File: config.mk
export PLATFORM = sky130hd
export DESIGN_NAME = rf_black_widow_alu_issue
export DESIGN_NICKNAME = d
export VERILOG_FILES = /design/src/rtl/rf_black_widow_alu_issue_pkg.sv /design/src/rtl/rf_black_widow_alu_issue_sel.sv /design/src/rtl/rf_black_widow_alu_issue.sv
export SDC_FILE = /design/constraint.sdc
export NUM_CORES = 2
export LEC_CHECK = 0
export ABC_AREA = 1
export CAP_MARGIN = 10
export CORE_MARGIN = 2
export CORE_UTILIZATION = 40
export CTS_CLUSTER_SIZE = 20
export DETAILED_ROUTE_END_ITERATION = 10
export PLACE_DENSITY = 0.72
export SKIP_CTS_REPAIR_TIMING = 1
export SLEW_MARGIN = 20
export SYNTH_ARGS = -nofsm -noshare
export SYNTH_HDL_FRONTEND = slang
export SYNTH_SLANG_ARGS = --single-unit
File: constraint.sdc
create_clock -name clk -period 4.1 [get_ports clk]
set_input_delay 0.615 -clock clk [delete_from_list [all_inputs] [get_ports clk]]
set_output_delay 0.615 -clock clk [all_outputs]
set_load 0.05 [all_outputs]
File: src/rtl/rf_black_widow_alu_issue_pkg.sv
// Shared types for the Black Widow ALU issue queue: operand/tag widths, the queue entry record,
// and the operand set handed to the ALU.
package rfBlackWidowPkg;

   localparam int BW_NENT  = 4;
   localparam int BW_TAGW  = 5;
   localparam int BW_INSTW = 32;
   localparam int BW_ADDRW = 64;
   localparam int BW_VALW  = 80;
   // Ages are a dense rank 0..NENT-1, so three bits cover the largest queue.
   localparam int BW_AGEW  = 3;

   typedef logic [BW_INSTW-1:0] Instruction;
   typedef logic [BW_ADDRW-1:0] Address;
   typedef logic [BW_VALW-1:0]  Value;
   typedef logic [BW_TAGW-1:0]  Tag;
   typedef logic [BW_AGEW-1:0]  Age;

   typedef struct packed {
      logic       v;
      Instruction ir;
      Address     ip;
      Value       imm;
      Tag         tgt;
      logic       av;
      Tag         at;
      Value       a;
      logic       bv;
      Tag         bt;
      Value       b;
      logic       cv;
      Tag         ct;
      Value       c;
      Age         age;
   } IssueEntry;

   typedef struct packed {
      Instruction ir;
      Address     ip;
      Value       imm;
      Tag         tgt;
      Value       a;
      Value       b;
      Value       c;
   } IssueOp;

   // A waiting operand captures the result bus when the broadcast tag matches its producer.
   function automatic logic tag_hit(input logic rb_v, input Tag rb_tag,
                                    input logic op_v, input Tag op_t);
      return rb_v && !op_v && (rb_tag == op_t);
   endfunction

   function automatic IssueOp entry_op(input IssueEntry e);
      IssueOp op;
      op.ir  = e.ir;
      op.ip  = e.ip;
      op.imm = e.imm;
      op.tgt = e.tgt;
      op.a   = e.a;
      op.b   = e.b;
      op.c   = e.c;
      return op;
   endfunction

endpackage

File: src/rtl/rf_black_widow_alu_issue_sel.sv
// Oldest-ready picker: grants the ready entry with the smallest age rank, lowest index on a tie.
module rf_black_widow_issue_sel
   import rfBlackWidowPkg::*;
#(
   parameter int NENT = BW_NENT,
   parameter int AGEW = BW_AGEW
) (
   input  logic [NENT-1:0]           i_ready,
   input  logic [NENT-1:0][AGEW-1:0] i_age,
   output logic [NENT-1:0]           o_grant
);

   genvar gi, gj;
   generate
      for (gi = 0; gi < NENT; gi++) begin : g_row
         logic [NENT-1:0] w_beat;
         for (gj = 0; gj < NENT; gj++) begin : g_col
            if (gj == gi) begin : g_self
               assign w_beat[gj] = 1'b0;
            end else if (gj < gi) begin : g_lower
               assign w_beat[gj] = i_ready[gj] && (i_age[gj] <= i_age[gi]);
            end else begin : g_upper
               assign w_beat[gj] = i_ready[gj] && (i_age[gj] < i_age[gi]);
            end
         end
         assign o_grant[gi] = i_ready[gi] && !(|w_beat);
      end
   endgenerate

endmodule

File: src/rtl/rf_black_widow_alu_issue.sv
// Black Widow ALU issue queue: dispatch, result-bus wakeup, oldest-ready issue with stall hold.
// Optional zero-latency dispatch bypass is enabled by defining BW_ISSUE_BYPASS_EN.
module rf_black_widow_alu_issue
   import rfBlackWidowPkg::*;
#(
   parameter int NENT = BW_NENT,
   parameter int TAGW = BW_TAGW
) (
   input  logic                clk,
   input  logic                rst,
   input  logic                flush,
   input  logic                disp_v,
   output logic                disp_rdy,
   input  logic [BW_INSTW-1:0] disp_ir,
   input  logic [BW_ADDRW-1:0] disp_ip,
   input  logic [BW_VALW-1:0]  disp_imm,
   input  logic [TAGW-1:0]     disp_tgt,
   input  logic                disp_av,
   input  logic                disp_bv,
   input  logic                disp_cv,
   input  logic [TAGW-1:0]     disp_at,
   input  logic [TAGW-1:0]     disp_bt,
   input  logic [TAGW-1:0]     disp_ct,
   input  logic [BW_VALW-1:0]  disp_a,
   input  logic [BW_VALW-1:0]  disp_b,
   input  logic [BW_VALW-1:0]  disp_c,
   input  logic                rb_v,
   input  logic [TAGW-1:0]     rb_tag,
   input  logic [BW_VALW-1:0]  rb_val,
   output logic                iss_v,
   input  logic                iss_rdy,
   output logic [BW_INSTW-1:0] iss_ir,
   output logic [BW_ADDRW-1:0] iss_ip,
   output logic [BW_VALW-1:0]  iss_a,
   output logic [BW_VALW-1:0]  iss_b,
   output logic [BW_VALW-1:0]  iss_c,
   output logic [BW_VALW-1:0]  iss_imm,
   output logic [TAGW-1:0]     iss_tgt
);

   IssueEntry r_ent      [NENT];
   IssueEntry w_ent_next [NENT];
   logic            r_hold_v;
   logic [NENT-1:0] r_hold_oh;

   logic [NENT-1:0]              w_ready;
   logic [NENT-1:0][BW_AGEW-1:0] w_age;
   logic [NENT-1:0]              w_grant;
   logic [NENT-1:0]              w_sel_oh;
   logic [NENT-1:0]              w_wr_oh;
   logic [NENT-1:0]              w_free_oh;
   logic                         w_any_free;
   logic                         w_q_v;
   logic                         w_free_v;
   Age                           w_new_age;
   Age                           w_free_age;
   logic                         w_hit_a, w_hit_b, w_hit_c;
   logic                         w_disp_all_v;
   logic                         w_disp_ok;
   logic                         w_byp;
   logic                         w_accept;
   logic                         w_write;
   IssueOp                       w_disp_op;
   IssueEntry                    w_disp;
   IssueOp                       w_op;

   genvar gi;
   generate
      for (gi = 0; gi < NENT; gi++) begin : g_ent
         assign w_ready[gi] = r_ent[gi].v && r_ent[gi].av && r_ent[gi].bv && r_ent[gi].cv;
         assign w_age[gi]   = r_ent[gi].age;
      end
   endgenerate

   rf_black_widow_issue_sel #(
      .NENT (NENT),
      .AGEW (BW_AGEW)
   ) u_sel (
      .i_ready (w_ready),
      .i_age   (w_age),
      .o_grant (w_grant)
   );

   // A stalled selection is pinned until the ALU takes it, even if an older entry wakes.
   assign w_sel_oh = r_hold_v ? r_hold_oh : w_grant;
   assign w_q_v    = |w_sel_oh;

   always_comb begin
      w_wr_oh    = '0;
      w_any_free = 1'b0;
      for (int i = 0; i < NENT; i++) begin
         if (!r_ent[i].v && !w_any_free) begin
            w_wr_oh[i] = 1'b1;
            w_any_free = 1'b1;
         end
      end
   end

   assign w_hit_a      = tag_hit(rb_v, rb_tag, disp_av, disp_at);
   assign w_hit_b      = tag_hit(rb_v, rb_tag, disp_bv, disp_bt);
   assign w_hit_c      = tag_hit(rb_v, rb_tag, disp_cv, disp_ct);
   assign w_disp_all_v = (disp_av || w_hit_a) && (disp_bv || w_hit_b) && (disp_cv || w_hit_c);
   assign w_disp_ok    = disp_v && w_any_free && !flush && !rst;

`ifdef BW_ISSUE_BYPASS_EN
   assign w_byp = w_disp_ok && !(|w_ready) && w_disp_all_v;
`else
   assign w_byp = 1'b0;
`endif

   assign disp_rdy  = !rst && w_any_free;
   assign iss_v     = !rst && (w_q_v || w_byp);
   assign w_accept  = iss_v && iss_rdy;
   assign w_free_oh = (w_accept && !w_byp) ? w_sel_oh : '0;
   assign w_free_v  = |w_free_oh;
   assign w_write   = w_disp_ok && !(w_byp && iss_rdy);

   // New entries rank behind every survivor; survivors younger than the freed one close the gap.
   always_comb begin
      w_new_age  = '0;
      w_free_age = '0;
      for (int i = 0; i < NENT; i++) begin
         if (r_ent[i].v && !w_free_oh[i]) w_new_age = w_new_age + Age'(1);
         if (w_free_oh[i]) w_free_age = w_free_age | r_ent[i].age;
      end
   end

   always_comb begin
      w_disp_op.ir  = disp_ir;
      w_disp_op.ip  = disp_ip;
      w_disp_op.imm = disp_imm;
      w_disp_op.tgt = disp_tgt;
      w_disp_op.a   = w_hit_a ? rb_val : disp_a;
      w_disp_op.b   = w_hit_b ? rb_val : disp_b;
      w_disp_op.c   = w_hit_c ? rb_val : disp_c;
   end

   always_comb begin
      w_disp     = '0;
      w_disp.v   = 1'b1;
      w_disp.ir  = w_disp_op.ir;
      w_disp.ip  = w_disp_op.ip;
      w_disp.imm = w_disp_op.imm;
      w_disp.tgt = w_disp_op.tgt;
      w_disp.av  = disp_av || w_hit_a;
      w_disp.at  = disp_at;
      w_disp.a   = w_disp_op.a;
      w_disp.bv  = disp_bv || w_hit_b;
      w_disp.bt  = disp_bt;
      w_disp.b   = w_disp_op.b;
      w_disp.cv  = disp_cv || w_hit_c;
      w_disp.ct  = disp_ct;
      w_disp.c   = w_disp_op.c;
      w_disp.age = w_new_age;
   end

   always_comb begin
      w_op = '0;
      if (w_byp) begin
         w_op = w_disp_op;
      end else begin
         for (int i = 0; i < NENT; i++) begin
            if (w_sel_oh[i]) w_op = w_op | entry_op(r_ent[i]);
         end
      end
      if (rst) w_op = '0;
   end

   assign iss_ir  = w_op.ir;
   assign iss_ip  = w_op.ip;
   assign iss_a   = w_op.a;
   assign iss_b   = w_op.b;
   assign iss_c   = w_op.c;
   assign iss_imm = w_op.imm;
   assign iss_tgt = w_op.tgt;

   always_comb begin
      for (int i = 0; i < NENT; i++) begin
         w_ent_next[i] = r_ent[i];
         if (w_free_oh[i]) begin
            w_ent_next[i].v = 1'b0;
         end else if (w_free_v && (r_ent[i].age > w_free_age)) begin
            w_ent_next[i].age = r_ent[i].age - Age'(1);
         end
         if (tag_hit(rb_v, rb_tag, r_ent[i].av, r_ent[i].at)) begin
            w_ent_next[i].av = 1'b1;
            w_ent_next[i].a  = rb_val;
         end
         if (tag_hit(rb_v, rb_tag, r_ent[i].bv, r_ent[i].bt)) begin
            w_ent_next[i].bv = 1'b1;
            w_ent_next[i].b  = rb_val;
         end
         if (tag_hit(rb_v, rb_tag, r_ent[i].cv, r_ent[i].ct)) begin
            w_ent_next[i].cv = 1'b1;
            w_ent_next[i].c  = rb_val;
         end
         if (w_write && w_wr_oh[i]) w_ent_next[i] = w_disp;
      end
   end

   always_ff @(posedge clk) begin
      if (rst || flush) begin
         for (int i = 0; i < NENT; i++) r_ent[i] <= '0;
         r_hold_v  <= 1'b0;
         r_hold_oh <= '0;
      end else begin
         for (int i = 0; i < NENT; i++) r_ent[i] <= w_ent_next[i];
         r_hold_v <= iss_v && !iss_rdy;
         // A stalled bypass op lands in its write slot, so that slot becomes the pinned one.
         if (iss_v && !iss_rdy) r_hold_oh <= w_byp ? w_wr_oh : w_sel_oh;
         else                   r_hold_oh <= '0;
      end
   end

endmodule

Yosys cells after proc, flatten, opt, wreduce, memory -nomap -nowiden
Memories as Yosys holds them, arrays and structs flattened.
Cells that the tools add are included.
Storage, ports and cells
  word-level logic and storage cells: 246
  input bits: 530
  memories kept: 1
  memory bits (writable): 1772
  register bits: 5
  output and inout bits: 423
Memories
  r_ent: depth 4, bits a word 443, rd ports 4, clocked after memory_dff 0, wr ports 4, line rf_black_widow_alu_issue.sv:41  | IssueEntry r_ent [NENT];
Operators by class
  reduce and logical (&&, ||, !) cells: 122
  $lt $le $gt $ge: 16
  add/sub/neg operators: 7
  eq/ne operators: 15
  mux-type cells: 72
  bitwise logic cells: 11
Operators with widths (count)
  two-way mux 443 bit: 8
  two-way mux 421 bit: 5
  bitwise OR 421 bit: 3
  two-way mux 80 bit: 15
  logical AND 1 bit: 80
  == test 5 bit: 15
  two-way mux 3 bit: 15
  logical NOT 1 bit: 31
  two-way mux 1 bit: 27
  less-or-equal comparator 3 bit: 6
  less-than comparator 3 bit: 6
  greater-than comparator 3 bit: 4
  OR reduction 3 bit: 4
  subtractor 3 x 1 -> 3 bit, second input constant: 4
  adder 3 x 1 -> 3 bit, second input constant: 3
  bitwise OR 3 bit: 3
  two-way mux 4 bit: 2
  OR reduction 4 bit: 2
  logical OR 1 bit: 4
  bitwise OR 1 bit: 4
  OR reduction 2 bit: 1
  inverter 1 bit: 1

Longest topological paths before layout
An unclocked memory read counts as a cell.
  depth after elaboration: 26
  mapped depth: 26
  gate-level depth less buffers: 26

Modules after synthesis
A second synthesis with hierarchy kept.
Second synthesis, totals
  cells, all modules: 11626
  area total of the unflattened synthesis: 82546.7 um^2
Modules (own cells, without submodules)
  rf_black_widow_alu_issue: times used 1, seq. area each 35574.1 um^2, cells each 11542, area each 82036.2 um^2
  rf_black_widow_issue_sel: times used 1, seq. area each 0.0 um^2, cells each 84, area each 510.5 um^2

Worst setup path before layout
No wires, ideal clock.
  kind: register to output
  start point: mem r_ent[1][2] in the netlist's numbering
  end point: out iss_b[0]
  arrival time: 3.099 ns
  buffers on the path: 3
  slack: 0.386 ns
  data required time: 3.485 ns
  cell stages (with the launch flop): 15
  cells stage by stage: dfxtp_1 -> inv_1 -> ha_1 -> a21oi_1 -> nand3_1 -> nand2_1 -> nand3_1 -> nand2_1 -> nand2_2 -> inv_1 -> buf_2 -> clkbuf_1 -> clkbuf_1 -> nand2_1 -> a41oi_1
RTL lines
  from (decl): line rf_black_widow_alu_issue.sv:41
  to (decl): line rf_black_widow_alu_issue.sv:35  | output logic [BW_VALW-1:0] iss_b,

==> results by group <==
Placement
  • Placed cell count: approximately 15000
  • Detail Placement HPWL: 235.4 mm
  • Routability Congestion: 0.9604
  • Cell Area, Placed: 100400 sq um
  • IO Port Bufs: around 950

Power and ir drop
  • Comb power frac: ~7.4%
  • Internal power summed over all cells: about 28000 uW
  • Areal power density over the cells: between 300 and 400 nW/um^2
  • Worst voltage drop across the vdd grid: 0.4205 mV
  • Clk network pwr share: a little under half
  • Pleak: 0.03850 uW
  • Switching Power: 9760 uW
  • Sequential cell fraction of total power: 46.0%
  • Sw frac: approximately 26%

Clocking
  • Clock Tree Buf Depth: 3
  • Htree depth: 4
  • Number of CTS-inserted buffers: 186
  • Later-pin clock latency in the skew report: ~0.88 ns
  • Clock transition at the register clock pins on the worst setup and hold paths after CTS: 0.06 ns
  • Clock tree from TritonCTS: done
  • Cell at the root of the clock tree: sky130_fd_sc_hd__clkbuf_16
  • Total number of clock tree sinks: 1777

Synth
  • Avg Inst Size Synth: 6.762 sq um
  • Cell types occupying the most area after synthesis: sky130_fd_sc_hd__dfxtp_1, sky130_fd_sc_hd__nand2_1, sky130_fd_sc_hd__a31oi_1, sky130_fd_sc_hd__o21ai_0, sky130_fd_sc_hd__nor2_1
  • Net count after synthesis: 12840
  • Share of flip-flops with an asynchronous set or reset after synthesis: 0%
  • Count of different cell masters after synthesis: 46
  • Number of enable-type register cells in the synthesized netlist: 0
  • Share of the yosys chip area belonging to registers: around 43%
  • Count of synthesis-stage warnings from yosys: 0
  • Main synth FF type: sky130_fd_sc_hd__dfxtp_1
  • Cell type with the highest aggregate area in the netlist: sky130_fd_sc_hd__dfxtp_1
  • Count of mapped cells out of synthesis: 12280
  • Proportion of netlist area held by the largest area contributor: about 43%
  • Synthesized cell area: a little over 80000 sq um
  • Yosys reg bits: 1777

Cells and area
  • Ratio of cells with drive above 1 in the final layout: 12.73%
  • Filler cell count in the final layout: 18700
  • Highest-count cells in the layout ignoring fill and taps: sky130_fd_sc_hd__nand2_1, sky130_fd_sc_hd__dfxtp_1, sky130_fd_sc_hd__nor2_1
  • Most common cell after layout, fill and taps aside: sky130_fd_sc_hd__nand2_1
  • Area Overhead vs Synth: 35.21%
  • Final Instance Area: 112300 sq um
  • Fin cells: 15800
  • Post-layout nets: 13470

Routing
  • Number of remaining DRC errors: 3
  • Count of routing violations after the opening detailed-route iteration: approximately 15000
  • Post-route antenna net violation count: 0
  • Average wire per cell in the routed design: 25.53 microns
  • Final wirelength: 403.4 mm
  • Number of optimization iterations in the first detailed-route pass: 11
  • Vias post-DR: between 90000 and 100k
  • Ratio of routed vias to standard cells: 6.057

Hold path
  • Hold_sp: disp_imm[17]
  • Worst Hold End: r_ent[3][283]
  • Worst Hold Path Cells: 3
  • Path class of the lowest-slack min-delay path: input port to register

GRT
  • Global-route wire length before repair: 556.5 mm
  • Via count of the first global-routing pass: ~86000
  • Gr usage total: between 30 and 40%
  • Largest net degree at the start of global routing: 258
  • Antenna violations before repair: 76
  • Global route overflow: 0

STA
  • Shortest clock period the worst path allows after layout: around 4.5 ns
  • Smallest setup slack after layout: -0.3830 ns
  • Worst Skew: between 0.07 and 0.08 ns
  • Headroom to the max-slew limit: approximately 22%
  • Final Cycle Share: 109.3%
  • Max Slew Vio Count: 0
  • Number of setup violations in the final report: 420
  • Actual transition at the worst max-transition pin: 1.165 ns
  • RSZ-0062 raised after global routing: yes
  • Number of failing hold endpoints at the final stage: 0
  • Maximum clock frequency: 223.1 MHz

Status
  • Failing checks: design-rule violations, negative setup slack
  • Status: complete, but fails checks

Critical path
  • Worst Setup End Kind: output pin
  • Required time of the critical path: 3.48 ns
  • Most used cell along the critical path: sky130_fd_sc_hd__nand2_1
  • Worst-case register-to-register setup slack: 0.26 ns
  • Cell class contributing the biggest share of worst-path delay: buffers and inverters
  • Delay of the slowest critical-path stage: roughly 0.37 ns
  • CP Data Arrival Time: 3.87 ns
  • Beginning of the worst register-to-register path: r_ent[1][2]
  • Crit-path max FO: 7
  • Critical path start-end classification: register to output pin
  • Slowest stage cell on the critical path: sky130_fd_sc_hd__dfxtp_4
  • RR Endpoint: r_ent[3][2]
  • Critical path, cell by cell: clkinvlp_4 -> ha_4 -> a21oi_2 -> nand2_2 -> nand2_1 -> nand2_1 -> nand2_1 -> nor2_2 -> nor2_4 -> clkinv_8 -> buf_12 -> buf_8 -> a22o_1 -> a221oi_4 -> nor2_4 -> buf_12
  • Cells on worst reg2reg path: 26
  • Buffering stage count on the worst path with inverters included: 5
  • Kind of launch point of the worst setup path: register

Run
  • Number of violations of the max-capacitance limit: 0

Die
  • Cell row count: roughly 170
  • Die Area: 211200 sq um
  • Placeable core area: 206700 sq um
  • Top Ports: 953
  • Initial core utilization: 40.17%
  • Chip width: ~460 microns
  • Height of the die: 459.6 microns
==> power groups by stage <==
stage               Sequential, uW  Clock (uW)  Combinational [uW]
floorplan                    17800           0                1240
global placement             17800           0                2620
detailed placement           17800           0                2620
CTS                          17400       17600                2630
global route                 17400       18300                2910
finish                       17400       17700                2790
==> state kept, by name (all words and copies together) (netlist names) <==
name / cells
r_ent: 1772
r_hold_oh: 4
r_hold_v: 1
==> cells in the mapped netlist, types with 2 or more instances <==
library cell,count
sky130_fd_sc_hd__o211ai_1,3
sky130_fd_sc_hd__clkbuf_1,878
sky130_fd_sc_hd__a211oi_1,8
sky130_fd_sc_hd__clkinv_1,2
sky130_fd_sc_hd__nor2_1,1255
sky130_fd_sc_hd__nand3b_1,3
sky130_fd_sc_hd__a221o_1,2
sky130_fd_sc_hd__nor4_1,2
sky130_fd_sc_hd__buf_1,59
sky130_fd_sc_hd__a2111oi_0,10
sky130_fd_sc_hd__ha_1,33
sky130_fd_sc_hd__a2111oi_2,2
sky130_fd_sc_hd__a221oi_1,230
sky130_fd_sc_hd__nand3_1,53
sky130_fd_sc_hd__nor4_4,2
sky130_fd_sc_hd__xnor2_1,4
sky130_fd_sc_hd__nor3_2,2
sky130_fd_sc_hd__o21ai_0,1034
sky130_fd_sc_hd__buf_4,6
sky130_fd_sc_hd__buf_2,59
sky130_fd_sc_hd__nor2_4,2
sky130_fd_sc_hd__a22o_1,39
sky130_fd_sc_hd__nand2_1,3803
sky130_fd_sc_hd__o22ai_1,277
sky130_fd_sc_hd__xor2_1,10
sky130_fd_sc_hd__inv_2,24
sky130_fd_sc_hd__nand4_1,16
sky130_fd_sc_hd__a31oi_1,859
sky130_fd_sc_hd__nor2_2,2
sky130_fd_sc_hd__a21oi_1,773
sky130_fd_sc_hd__or2_2,3
sky130_fd_sc_hd__nor3_1,11
sky130_fd_sc_hd__o21ai_1,39
sky130_fd_sc_hd__o2111ai_1,3
sky130_fd_sc_hd__a41oi_1,126
sky130_fd_sc_hd__inv_1,851
sky130_fd_sc_hd__nand2_2,7
sky130_fd_sc_hd__dfxtp_1,1777
==> layer usage <==
metal / vias up / track usage [%] / wire length, microns
met5: - / 0 / 309
met4: 46 / 23.35 / 32510
met3: 1730 / 11.55 / 60350
met2: 7338 / 50.01 / 167500
met1: 44380 / 42.73 / 142700
li1: 42220 / - / -
==> final cells by class <==
class / count / area, sq um / area share [%]
inverter: 877 / 3420 / 3.046
clock inverter: 60 / 819.5 / 0.7301
timing repair inverter: 3 / 50.05 / 0.04458
multi-input combinational: 8620 / 43300 / 38.57
clock buffer: 271 / 5445 / 4.851
tap: 2704 / 3383 / 3.014
antenna: 52 / 130.1 / 0.1159
timing repair buffer: 1439 / 20120 / 17.92
sequential: 1777 / 35590 / 31.71
==> metrics by stage <==
stage               util, %  setup slack, ns  total power (uW)  setup TNS [ns]  hold WS (ns)
detailed placement    48.58           0.3212             20440               0        0.4439
global placement      48.58           0.2697             20430               0        0.4392
global route          54.30          -0.4772             38680         -135.21        0.3698
finish                54.32          -0.3830             37890          -77.57        0.4046
floorplan                 -           0.3863             19050               0        0.4297
CTS                   51.61          -0.6394             37690         -157.39        0.3132
==> worst register-to-register path: cells and delay by family (launching register included) <==
| family | cells | cell delay [ns] |
|---|---|---|
| simple gates | 14 | 1.40 |
| fa+ha+maj | 3 | 0.88 |
| compound gates | 3 | 0.30 |
| flops | 1 | 0.37 |
| buf+inv | 5 | 0.58 |
| xor+xnor | 1 | 0.26 |
==> cells by family (layout without fill, tap and decap cells) <==
| logic type | after synthesis | after routing | synth area share (%) |
|---|---|---|---|
| fa+ha+maj | 33 | 33 | 0.4973 |
| buf+inv | 1880 | 2650 | 8.625 |
| compound gates | 3407 | 3407 | 24.20 |
| xor+xnor | 15 | 15 | 0.1673 |
| flops | 1777 | 1777 | 42.85 |
| simple gates | 5165 | 5165 | 23.66 |
| other cells | 0 | 52 | 0 |
==> how the worst max path moves through the flow <==
stage | from | end | slack [ns] | cells past startpoint
after CTS | r_ent[1][2] | iss_c[20] | -0.64 | 13
final | r_ent[1][2] | iss_b[53] | -0.38 | 16
after detailed placement | r_ent[1][2] | iss_c[20] | 0.32 | 13
after floorplan | r_ent[1][2] | iss_b[0] | 0.39 | 14
after global routing | r_ent[1][2] | iss_b[53] | -0.48 | 16
after global placement | r_ent[1][2] | r_ent[1][1] | 0.27 | 26
No activity file was read; power rests on OpenSTA's default activity.
